==> config.mk <==
export PLATFORM = sky130hd
export DESIGN_NAME = eeprom_arb_flat
export DESIGN_NICKNAME = d
export VERILOG_FILES = /design/src/rtl/eeprom_arb_if.sv /design/src/rtl/eeprom_arb.sv /design/src/flat_wrapper.sv
export SDC_FILE = /design/constraint.sdc
export NUM_CORES = 1
export LEC_CHECK = 0
export ABC_AREA = 1
export BUFFER_PORTS_ARGS = -buffer_cell sky130_fd_sc_hd__buf_2
export CELL_PAD_IN_SITES_DETAIL_PLACEMENT = 1
export CELL_PAD_IN_SITES_GLOBAL_PLACEMENT = 1
export CORE_UTILIZATION = 30
export CTS_BUF_LIST = sky130_fd_sc_hd__clkbuf_16
export DETAILED_ROUTE_END_ITERATION = 8
export GPL_ROUTABILITY_DRIVEN = 0
export PLACE_DENSITY = 0.82
export SETUP_SLACK_MARGIN = 0.1
export SLEW_MARGIN = 20
export SYNTH_ARGS = -nofsm -noshare
export SYNTH_HDL_FRONTEND = slang
export SYNTH_SLANG_ARGS = --single-unit
export TNS_END_PERCENT = 1
==> constraint.sdc <==
create_clock -name clk -period 2 [get_ports clk]
set_input_delay 0.1 -clock clk [delete_from_list [all_inputs] [get_ports clk]]
set_output_delay 0.1 -clock clk [all_outputs]
set_load 0.05 [all_outputs]
==> src/rtl/eeprom_arb_if.sv <==
// rtl/eeprom_arb_if.sv - requester and at24c02_ctl signal bundle for the EEPROM arbiter
interface eeprom_arb_if;
  logic        r0_req;
  logic        r1_req;
  logic [10:0] r0_addr;
  logic [10:0] r1_addr;
  logic [7:0]  r0_din;
  logic [7:0]  r1_din;
  logic        r0_wr_en;
  logic        r1_wr_en;
  logic        r0_last;
  logic        r1_last;
  logic        r0_ack;
  logic        r1_ack;
  logic        r0_err;
  logic        r1_err;
  logic [7:0]  r0_dout;
  logic [7:0]  r1_dout;
  logic [10:0] address;
  logic [7:0]  din;
  logic        wr_en;
  logic        last;
  logic        ready;
  logic        valid;
  logic [7:0]  dout;

  modport slave (
    input  r0_req, r1_req, r0_addr, r1_addr, r0_din, r1_din,
    input  r0_wr_en, r1_wr_en, r0_last, r1_last, valid, dout,
    output r0_ack, r1_ack, r0_err, r1_err, r0_dout, r1_dout,
    output address, din, wr_en, last, ready
  );

  modport master (
    output r0_req, r1_req, r0_addr, r1_addr, r0_din, r1_din,
    output r0_wr_en, r1_wr_en, r0_last, r1_last, valid, dout,
    input  r0_ack, r1_ack, r0_err, r1_err, r0_dout, r1_dout,
    input  address, din, wr_en, last, ready
  );
endinterface

==> src/rtl/eeprom_arb.sv <==
// rtl/eeprom_arb.sv - two-requester burst arbiter in front of an at24c02_ctl instance
module eeprom_arb #(
  parameter int unsigned TIMEOUT = 65535
) (
  input logic        clk,
  input logic        rst,
  eeprom_arb_if.slave bus
);
  localparam int unsigned CW = $clog2(TIMEOUT + 1);
  localparam logic [CW-1:0] TMAX = CW'(TIMEOUT);

  typedef enum logic [1:0] {IDLE, ISSUE, DONE, HOLD} state_t;

  state_t        state_q, state_d;
  logic          g_q, g_d;
  logic          p_q, p_d;
  logic          last_q, last_d;
  logic [CW-1:0] cnt_q, cnt_d;
  logic [1:0]    ack_q, ack_d;
  logic [1:0]    err_q, err_d;
  logic [7:0]    dout0_q, dout0_d;
  logic [7:0]    dout1_q, dout1_d;

  logic          issue;
  logic          sel_req;
  logic [10:0]   sel_addr;
  logic [7:0]    sel_din;
  logic          sel_wr;
  logic          sel_last;
  logic [CW-1:0] cnt_inc;
  logic          timeout_hit;

  assign sel_req  = g_q ? bus.r1_req   : bus.r0_req;
  assign sel_addr = g_q ? bus.r1_addr  : bus.r0_addr;
  assign sel_din  = g_q ? bus.r1_din   : bus.r0_din;
  assign sel_wr   = g_q ? bus.r1_wr_en : bus.r0_wr_en;
  assign sel_last = g_q ? bus.r1_last  : bus.r0_last;

  // Saturating count; the abort fires on the cycle the count would reach TIMEOUT.
  assign cnt_inc     = (cnt_q == TMAX) ? cnt_q : cnt_q + CW'(1);
  assign timeout_hit = (cnt_inc == TMAX);

  always_comb begin
    state_d = state_q;
    g_d     = g_q;
    p_d     = p_q;
    last_d  = last_q;
    cnt_d   = cnt_q;
    ack_d   = 2'b00;
    err_d   = 2'b00;
    dout0_d = dout0_q;
    dout1_d = dout1_q;
    case (state_q)
      IDLE: begin
        if (bus.r0_req || bus.r1_req) begin
          g_d     = (bus.r0_req && bus.r1_req) ? p_q : bus.r1_req;
          cnt_d   = '0;
          state_d = ISSUE;
        end
      end
      ISSUE: begin
        if (bus.valid) begin
          if (g_q) dout1_d = bus.dout;
          else     dout0_d = bus.dout;
          ack_d[g_q] = 1'b1;
          last_d     = sel_last;
          state_d    = DONE;
        end else if (timeout_hit) begin
          err_d[g_q] = 1'b1;
          p_d        = ~g_q;
          state_d    = IDLE;
        end else begin
          cnt_d = cnt_inc;
        end
      end
      DONE: begin
        if (last_q) begin
          p_d     = ~g_q;
          state_d = IDLE;
        end else begin
          cnt_d   = '0;
          state_d = HOLD;
        end
      end
      HOLD: begin
        if (sel_req) begin
          cnt_d   = '0;
          state_d = ISSUE;
        end else if (timeout_hit) begin
          err_d[g_q] = 1'b1;
          p_d        = ~g_q;
          state_d    = IDLE;
        end else begin
          cnt_d = cnt_inc;
        end
      end
      default: state_d = IDLE;
    endcase
  end

  always_ff @(posedge clk or posedge rst) begin
    if (rst) begin
      state_q <= IDLE;
      g_q     <= 1'b0;
      p_q     <= 1'b0;
      last_q  <= 1'b0;
      cnt_q   <= '0;
      ack_q   <= 2'b00;
      err_q   <= 2'b00;
      dout0_q <= 8'h00;
      dout1_q <= 8'h00;
    end else begin
      state_q <= state_d;
      g_q     <= g_d;
      p_q     <= p_d;
      last_q  <= last_d;
      cnt_q   <= cnt_d;
      ack_q   <= ack_d;
      err_q   <= err_d;
      dout0_q <= dout0_d;
      dout1_q <= dout1_d;
    end
  end

  // Controller fields are only non-zero while a beat is actually presented.
  assign issue       = (state_q == ISSUE);
  assign bus.ready   = issue;
  assign bus.address = issue ? sel_addr : 11'd0;
  assign bus.din     = issue ? sel_din  : 8'd0;
  assign bus.wr_en   = issue & sel_wr;
  assign bus.last    = issue & sel_last;

  assign bus.r0_ack  = ack_q[0];
  assign bus.r1_ack  = ack_q[1];
  assign bus.r0_err  = err_q[0];
  assign bus.r1_err  = err_q[1];
  assign bus.r0_dout = dout0_q;
  assign bus.r1_dout = dout1_q;
endmodule

==> src/flat_wrapper.sv <==
// flat-port wrapper written by rule: the top's interface ports become plain ports
module eeprom_arb_flat 
#(
  parameter int unsigned TIMEOUT = 65535
)
  (clk, rst, bus_r0_req, bus_r1_req, bus_r0_addr, bus_r1_addr, bus_r0_din, bus_r1_din, bus_r0_wr_en, bus_r1_wr_en, bus_r0_last, bus_r1_last, bus_valid, bus_dout, bus_r0_ack, bus_r1_ack, bus_r0_err, bus_r1_err, bus_r0_dout, bus_r1_dout, bus_address, bus_din, bus_wr_en, bus_last, bus_ready);
  eeprom_arb_if bus_i ();
  input logic clk;
  input logic rst;
  input wire logic [$bits(bus_i.r0_req)-1:0] bus_r0_req;
  input wire logic [$bits(bus_i.r1_req)-1:0] bus_r1_req;
  input wire logic [$bits(bus_i.r0_addr)-1:0] bus_r0_addr;
  input wire logic [$bits(bus_i.r1_addr)-1:0] bus_r1_addr;
  input wire logic [$bits(bus_i.r0_din)-1:0] bus_r0_din;
  input wire logic [$bits(bus_i.r1_din)-1:0] bus_r1_din;
  input wire logic [$bits(bus_i.r0_wr_en)-1:0] bus_r0_wr_en;
  input wire logic [$bits(bus_i.r1_wr_en)-1:0] bus_r1_wr_en;
  input wire logic [$bits(bus_i.r0_last)-1:0] bus_r0_last;
  input wire logic [$bits(bus_i.r1_last)-1:0] bus_r1_last;
  input wire logic [$bits(bus_i.valid)-1:0] bus_valid;
  input wire logic [$bits(bus_i.dout)-1:0] bus_dout;
  output wire logic [$bits(bus_i.r0_ack)-1:0] bus_r0_ack;
  output wire logic [$bits(bus_i.r1_ack)-1:0] bus_r1_ack;
  output wire logic [$bits(bus_i.r0_err)-1:0] bus_r0_err;
  output wire logic [$bits(bus_i.r1_err)-1:0] bus_r1_err;
  output wire logic [$bits(bus_i.r0_dout)-1:0] bus_r0_dout;
  output wire logic [$bits(bus_i.r1_dout)-1:0] bus_r1_dout;
  output wire logic [$bits(bus_i.address)-1:0] bus_address;
  output wire logic [$bits(bus_i.din)-1:0] bus_din;
  output wire logic [$bits(bus_i.wr_en)-1:0] bus_wr_en;
  output wire logic [$bits(bus_i.last)-1:0] bus_last;
  output wire logic [$bits(bus_i.ready)-1:0] bus_ready;
  assign bus_i.r0_req = bus_r0_req;
  assign bus_i.r1_req = bus_r1_req;
  assign bus_i.r0_addr = bus_r0_addr;
  assign bus_i.r1_addr = bus_r1_addr;
  assign bus_i.r0_din = bus_r0_din;
  assign bus_i.r1_din = bus_r1_din;
  assign bus_i.r0_wr_en = bus_r0_wr_en;
  assign bus_i.r1_wr_en = bus_r1_wr_en;
  assign bus_i.r0_last = bus_r0_last;
  assign bus_i.r1_last = bus_r1_last;
  assign bus_i.valid = bus_valid;
  assign bus_i.dout = bus_dout;
  assign bus_r0_ack = bus_i.r0_ack;
  assign bus_r1_ack = bus_i.r1_ack;
  assign bus_r0_err = bus_i.r0_err;
  assign bus_r1_err = bus_i.r1_err;
  assign bus_r0_dout = bus_i.r0_dout;
  assign bus_r1_dout = bus_i.r1_dout;
  assign bus_address = bus_i.address;
  assign bus_din = bus_i.din;
  assign bus_wr_en = bus_i.wr_en;
  assign bus_last = bus_i.last;
  assign bus_ready = bus_i.ready;
  eeprom_arb #(.TIMEOUT(TIMEOUT)) u_core (.clk(clk), .rst(rst), .bus(bus_i));
endmodule
# --- Word level (Yosys, flattened, before mapping) ---
# Cells that the tools add are included.
op_classes:
  addsub: 1
  n_reduce_logical: 11
  n_bitwise: 3
  magnitude_cmp: 2
  eq_ne: 10
  muxes: 34
op_table:
  columns: ["operator", "n"]
  rows:
  - ["$mux W16", 6]
  - ["$pmux W16 S4", 1]
  - ["$eq A16 B16 Y1 const B", 2]
  - ["$mux W11", 2]
  - ["$mux W2", 10]
  - ["$add A16 B1 Y16 const B", 1]
  - ["$mux W8", 2]
  - ["$mux W1", 9]
  - ["$reduce_and A3 Y1", 3]
  - ["$pmux W2 S4", 1]
  - ["$ne A2 B2 Y1 const B", 3]
  - ["$eq A2 B2 Y1 const B", 2]
  - ["$ne A2 B1 Y1 const B", 2]
  - ["$pmux W2 S2", 1]
  - ["$reduce_and A2 Y1", 2]
  - ["$reduce_and A4 Y1", 1]
  - ["$pmux W1 S3", 1]
  - ["$reduce_bool A3 Y1", 1]
  - ["$and A1 B1 Y1", 2]
  - ["$eq A2 B1 Y1 const B", 1]
  - ["$logic_and A1 B1 Y1", 2]
  - ["$logic_not A2 Y1", 1]
  - ["$lt A1 B2 Y1 const B", 1]
  - ["$demux W1 S1", 1]
  - ["other kinds (3)", 3]
totals:
  output_inout_bits: 42
  word_cells: 70
  ff_bits: 41

# --- Longest topological paths before layout ---
depth:
  depth_word: 7
  ltp_mapped: 15

# --- Worst setup path before layout ---
# No wires, ideal clock.
synth_path:
  path_type: "register -> output"
  start: "register u_core.state_q[0]"
  end: "output bus_address[1]"
  t_required_ns: 1.900
  path_buffers: 1
  t_arrival_ns: 2.125
  stages_incl_launch_ff: 6
  slack_ns: -0.225
  path_cell_list: "dfrtp_1 inv_1 nor2_2 inv_1 clkbuf_1 a21oi_1"
synth_between:
  elab_chain_len: 2
synth_lines:
  columns: ["item", "line", "source"]
  rows:
  - ["start, declared", "eeprom_arb.sv:14", "state_t state_q, state_d;"]
  - ["start signal, assigned", "eeprom_arb.sv:113", "state_q <= state_d;"]
  - ["$eq A2 B1 Y1", "eeprom_arb.sv:126", "assign issue = (state_q == ISSUE);"]
  - ["named net bus_ready", "flat_wrapper.sv:32", "output wire logic [$bits(bus_i.ready)-1:0] bus_ready;"]
  - ["$mux W11", "eeprom_arb.sv:128", "assign bus.address = issue ? sel_addr : 11'd0;"]
  - ["end, declared", "flat_wrapper.sv:28", "output wire logic [$bits(bus_i.address)-1:0] bus_address;"]
# The timed path passes the listed nets, and every way through them passes these cells.

# --- Worst setup path in the final report ---
layout_path:
  start: "register u_core.cnt_q[0]"
  end: "register u_core.cnt_q[1]"
layout_between:
  elab_chain_len: 6
  word_cells_on_any_way: 8
layout_lines:
  columns: ["item", "line", "source"]
  rows:
  - ["start, declared", "eeprom_arb.sv:18", "logic [CW-1:0] cnt_q, cnt_d;"]
  - ["start signal, assigned", "eeprom_arb.sv:117", "cnt_q <= cnt_d;"]
  - ["$add A16 B1 Y16 or $eq A16 B16 Y1 (tied branches)", "eeprom_arb.sv:40", "assign cnt_inc = (cnt_q == TMAX) ? cnt_q : cnt_q + CW'(1);"]
  - ["$mux W16 *", "eeprom_arb.sv:40", null]
  - ["$eq A16 B16 Y1", "eeprom_arb.sv:41", "assign timeout_hit = (cnt_inc == TMAX);"]
  - ["$mux W16 *", "eeprom_arb.sv:68, eeprom_arb.sv:89", null]
  - ["$mux W16, on equally long branches", "eeprom_arb.sv:86, eeprom_arb.sv:62", null]
  - ["$pmux W16 S4 *", "eeprom_arb.sv:53", "case (state_q)"]
# Every way passes the cells marked *; elsewhere a longest branch is shown, timed or not. The select of a mux whose other input is x is not followed.
# A chain may end at the register's enable or synchronous reset.

==> results.tsv <==
metric	value	unit
status	finished with violations	
violations	setup timing	
holdPathEnd	u_core.bus.r0_dout[5]	
core_area	8260	um2
pre_cts_ws	-81.3	ps
p_per_area	1480	nW/um2
synth_seq_cells	41	
syn_to_final_growth	42.1	%
fin_crit_sh	1.03	
dr.pass1.iters	4	
netlist_area	2570	um2
reg2reg_depth	13	
cts_num_sinks	41	
antenna_found_initial	0	
hp-class	primary input to flip-flop	
synth.area.mux_share	0.00389	
die_area	8950	um2
rrSetupSlack	-50	ps
setup_viol	3	
swShare	0.559	
synth_cell_types	27	
numCtsBuffers	5	
ys_seq_area_frac	0.399	
period_minus_slack	2050	ps
multiInputGateArea	1500	um2
gr-total-overflow	0	
cp.required	2180	ps
regArea	1030	um2
fill_cells	1098	
wl_per_cell	15.5	um
fmax	487	MHz
drive_above_1_share	0.392	
grt_max_degree	42	
worst_pin_slew	534	ps
rsz0062_at_grt	true	
critPathSlowestCell	dfrtp_1	
final_area	3660	um2
synth_top_family_by_area	simple AND/OR/NAND/NOR gates	
synth_compound_area_frac	0.140	
ir_drop	0.000794	V
clock_latency	290	ps
cts_tree	done	
fp.dieW	94.6	um
hold_violations	0	
worst_setup_path_start_kind	flip-flop	
avgSynthCellArea	6.81	um2
dieHeight	94.6	um
seqPwrFrac	0.230	
io-pin-count	97	
ctsRootBufferMaster	clkbuf_16	
cpPeakStageDelay	420	ps
p_leak	0.00183	uW
path_clk_slew	70	ps
syn_inst	378	
via_count	2939	
min_from	bus_dout[5]	
io_buffers	96	
crit_type	flip-flop to flip-flop	
intPower	2390	uW
synthTopCellsByArea	dfrtp_1, nand2_1, o21ai_0, inv_1, a21oi_1	
synth_fp_nets	434	
fin_nets	547	
clk_path_buf_depth	2	
cts_max_level	2	
report.final.slew_viol_count	0	
grt_pass1_vias	3065	
synthAdderAreaFrac	0.00486	
route.detailed.drc	0	
power.switching	3030	uW
yosys.area.top_type	dfrtp_1	
routed_via_density	4.92	
drt_iter0_drc	79	
holdPathStages	3	
worstPathMaxFanout	5	
p_clk_frac	0.161	
finalPower	5410	uW
regToRegStartpoint	u_core.cnt_q[0]	
combPwrFrac	0.609	
start_util	0.312	
maxCapViolCount	0	
ant_nets	0	
yosys.area_share.simple	0.356	
hold_slack	69.7	ps
place_hpwl	6710	um
finClkSkew	4.05	ps
timing.rr.end	u_core.cnt_q[1]	
ys.warnings.count	0	
cp_cell_sequence	buf_6, inv_1, nor2_1, buf_4, nand2_2, nand2_1, a21oi_1, nor2_2, nand3_2, nor2_2, nand2_2, nor2_1, o21ai_1	
synth_top_area_frac	0.399	
setup_slack	-54.8	ps
diodes	0	
routed_wl	9260	um
grt_use_total	0.211	
synth_xor_xnor_area_share	0.0136	
placed_cell_area	3320	um2
grt_pass1_wl	14700	um
num_rows	33	
end_kind	flip-flop	
maxSlewHeadroom	0.644	
critical_path_arrival	2240	ps
placed cells by master, fill, tap and decap left out, types with 4 or more instances in the layout:
master / Yosys / routed
a21oi_1: 24 / 5
a21oi_2: 0 / 19
buf_2: 0 / 84
buf_4: 1 / 20
clkbuf_16: 0 / 5
clkbuf_4: 0 / 12
dfrtp_1: 41 / 38
inv_1: 34 / 33
inv_6: 0 / 4
nand2_1: 130 / 121
nand2_2: 6 / 14
nand3_1: 21 / 18
nand4_1: 8 / 8
nor2_1: 28 / 20
nor2_2: 4 / 10
nor2_4: 3 / 5
o21ai_0: 31 / 30
o21ai_1: 11 / 12
worst max path at each step:
stage	startpoint	endpoint	slack, ps
after CTS	u_core.cnt_q[0]	u_core.cnt_q[1]	40
after global placement	u_core.cnt_q[1]	u_core.cnt_q[0]	50
final	u_core.cnt_q[0]	u_core.cnt_q[1]	-50
after detailed placement	u_core.cnt_q[0]	u_core.cnt_q[0]	-80
after global routing	u_core.cnt_q[1]	u_core.cnt_q[1]	-130
after floorplan	u_core.cnt_q[0]	u_core.cnt_q[0]	50
area by class of cell:
type | count | area share
clock inverter | 3 | 0.00718
tap | 105 | 0.0359
clock buffer | 5 | 0.0342
inverter | 39 | 0.0431
multi-input combinational | 285 | 0.409
sequential | 41 | 0.281
timing repair buffer | 119 | 0.189
what timing repair did:
action | 4_1_cts | 5_1_grt
resized for setup | 21 | 25
setup buffers | 4 | 2
pin swaps | 11 | 1
hold buffers | 1 | 0
hold endpoints to repair | 41 | 0
setup endpoints to repair | 12 | 35
flip-flops by register name (all words and copies together) (netlist names):
signal and cells:
u_core.ack_q 2, u_core.bus.r0_dout 8, u_core.bus.r1_dout 8, u_core.cnt_q 16
u_core.err_q 2, u_core.g_q 1, u_core.last_q 1, u_core.p_q 1
u_core.state_q 2
critical path, delay by kind of cell, from the launching register on:
family	cells	cell delay, ps
buf+inv	3	390
compound gates	2	510
simple gates	8	610
flops	1	420
Yosys cell counts (all sizes together):
cell	count
nand2	138
nor2	35
ha	1
nor3	5
dfrtp	41
xor2	3
xnor2	1
nand4	9
a22o	2
o21ai	42
inv	39
and2	1
mux2i	1
buf	3
a21oi	24
clkbuf	10
o22ai	2
nand3	21
through the flow:
step | setup TNS [ps] | std cells | util
final | -64.1 | 597 | 0.443
after global routing | -749 | 597 | 0.443
after CTS | 0 | 595 | 0.433
after detailed placement | -193 | 582 | 0.402
after global placement | 0 | 582 | 0.402
after floorplan | 0 | 378 | -
routing by layer:
layer	global-route usage	vias to the layer above	part of all wire
li1	-	1436	-
met1	0.245	1403	0.41
met2	0.383	87	0.53
met3	0.0507	13	0.048
met4	0.0606	0	0.017
met5	0	-	0
cells by family after synthesis:
kind of cell | Yosys count
AO/OA/AOI/OAI | 70
AND/OR/NAND/NOR | 209
adder cells (fa/ha/maj) | 1
flip-flops | 41
XOR/XNOR | 4
multiplexers | 1
buffers and inverters | 52
power by group through the flow:
stage | Sequential, uW | Clock, uW | Combinational (uW)
after floorplan | 1760 | 0 | 1800
after global placement | 1210 | 0 | 3040
after detailed placement | 1230 | 0 | 3120
after CTS | 1230 | 874 | 3230
after global routing | 1280 | 906 | 3530
final | 1240 | 871 | 3300
(Power assumes the default switching activity.)
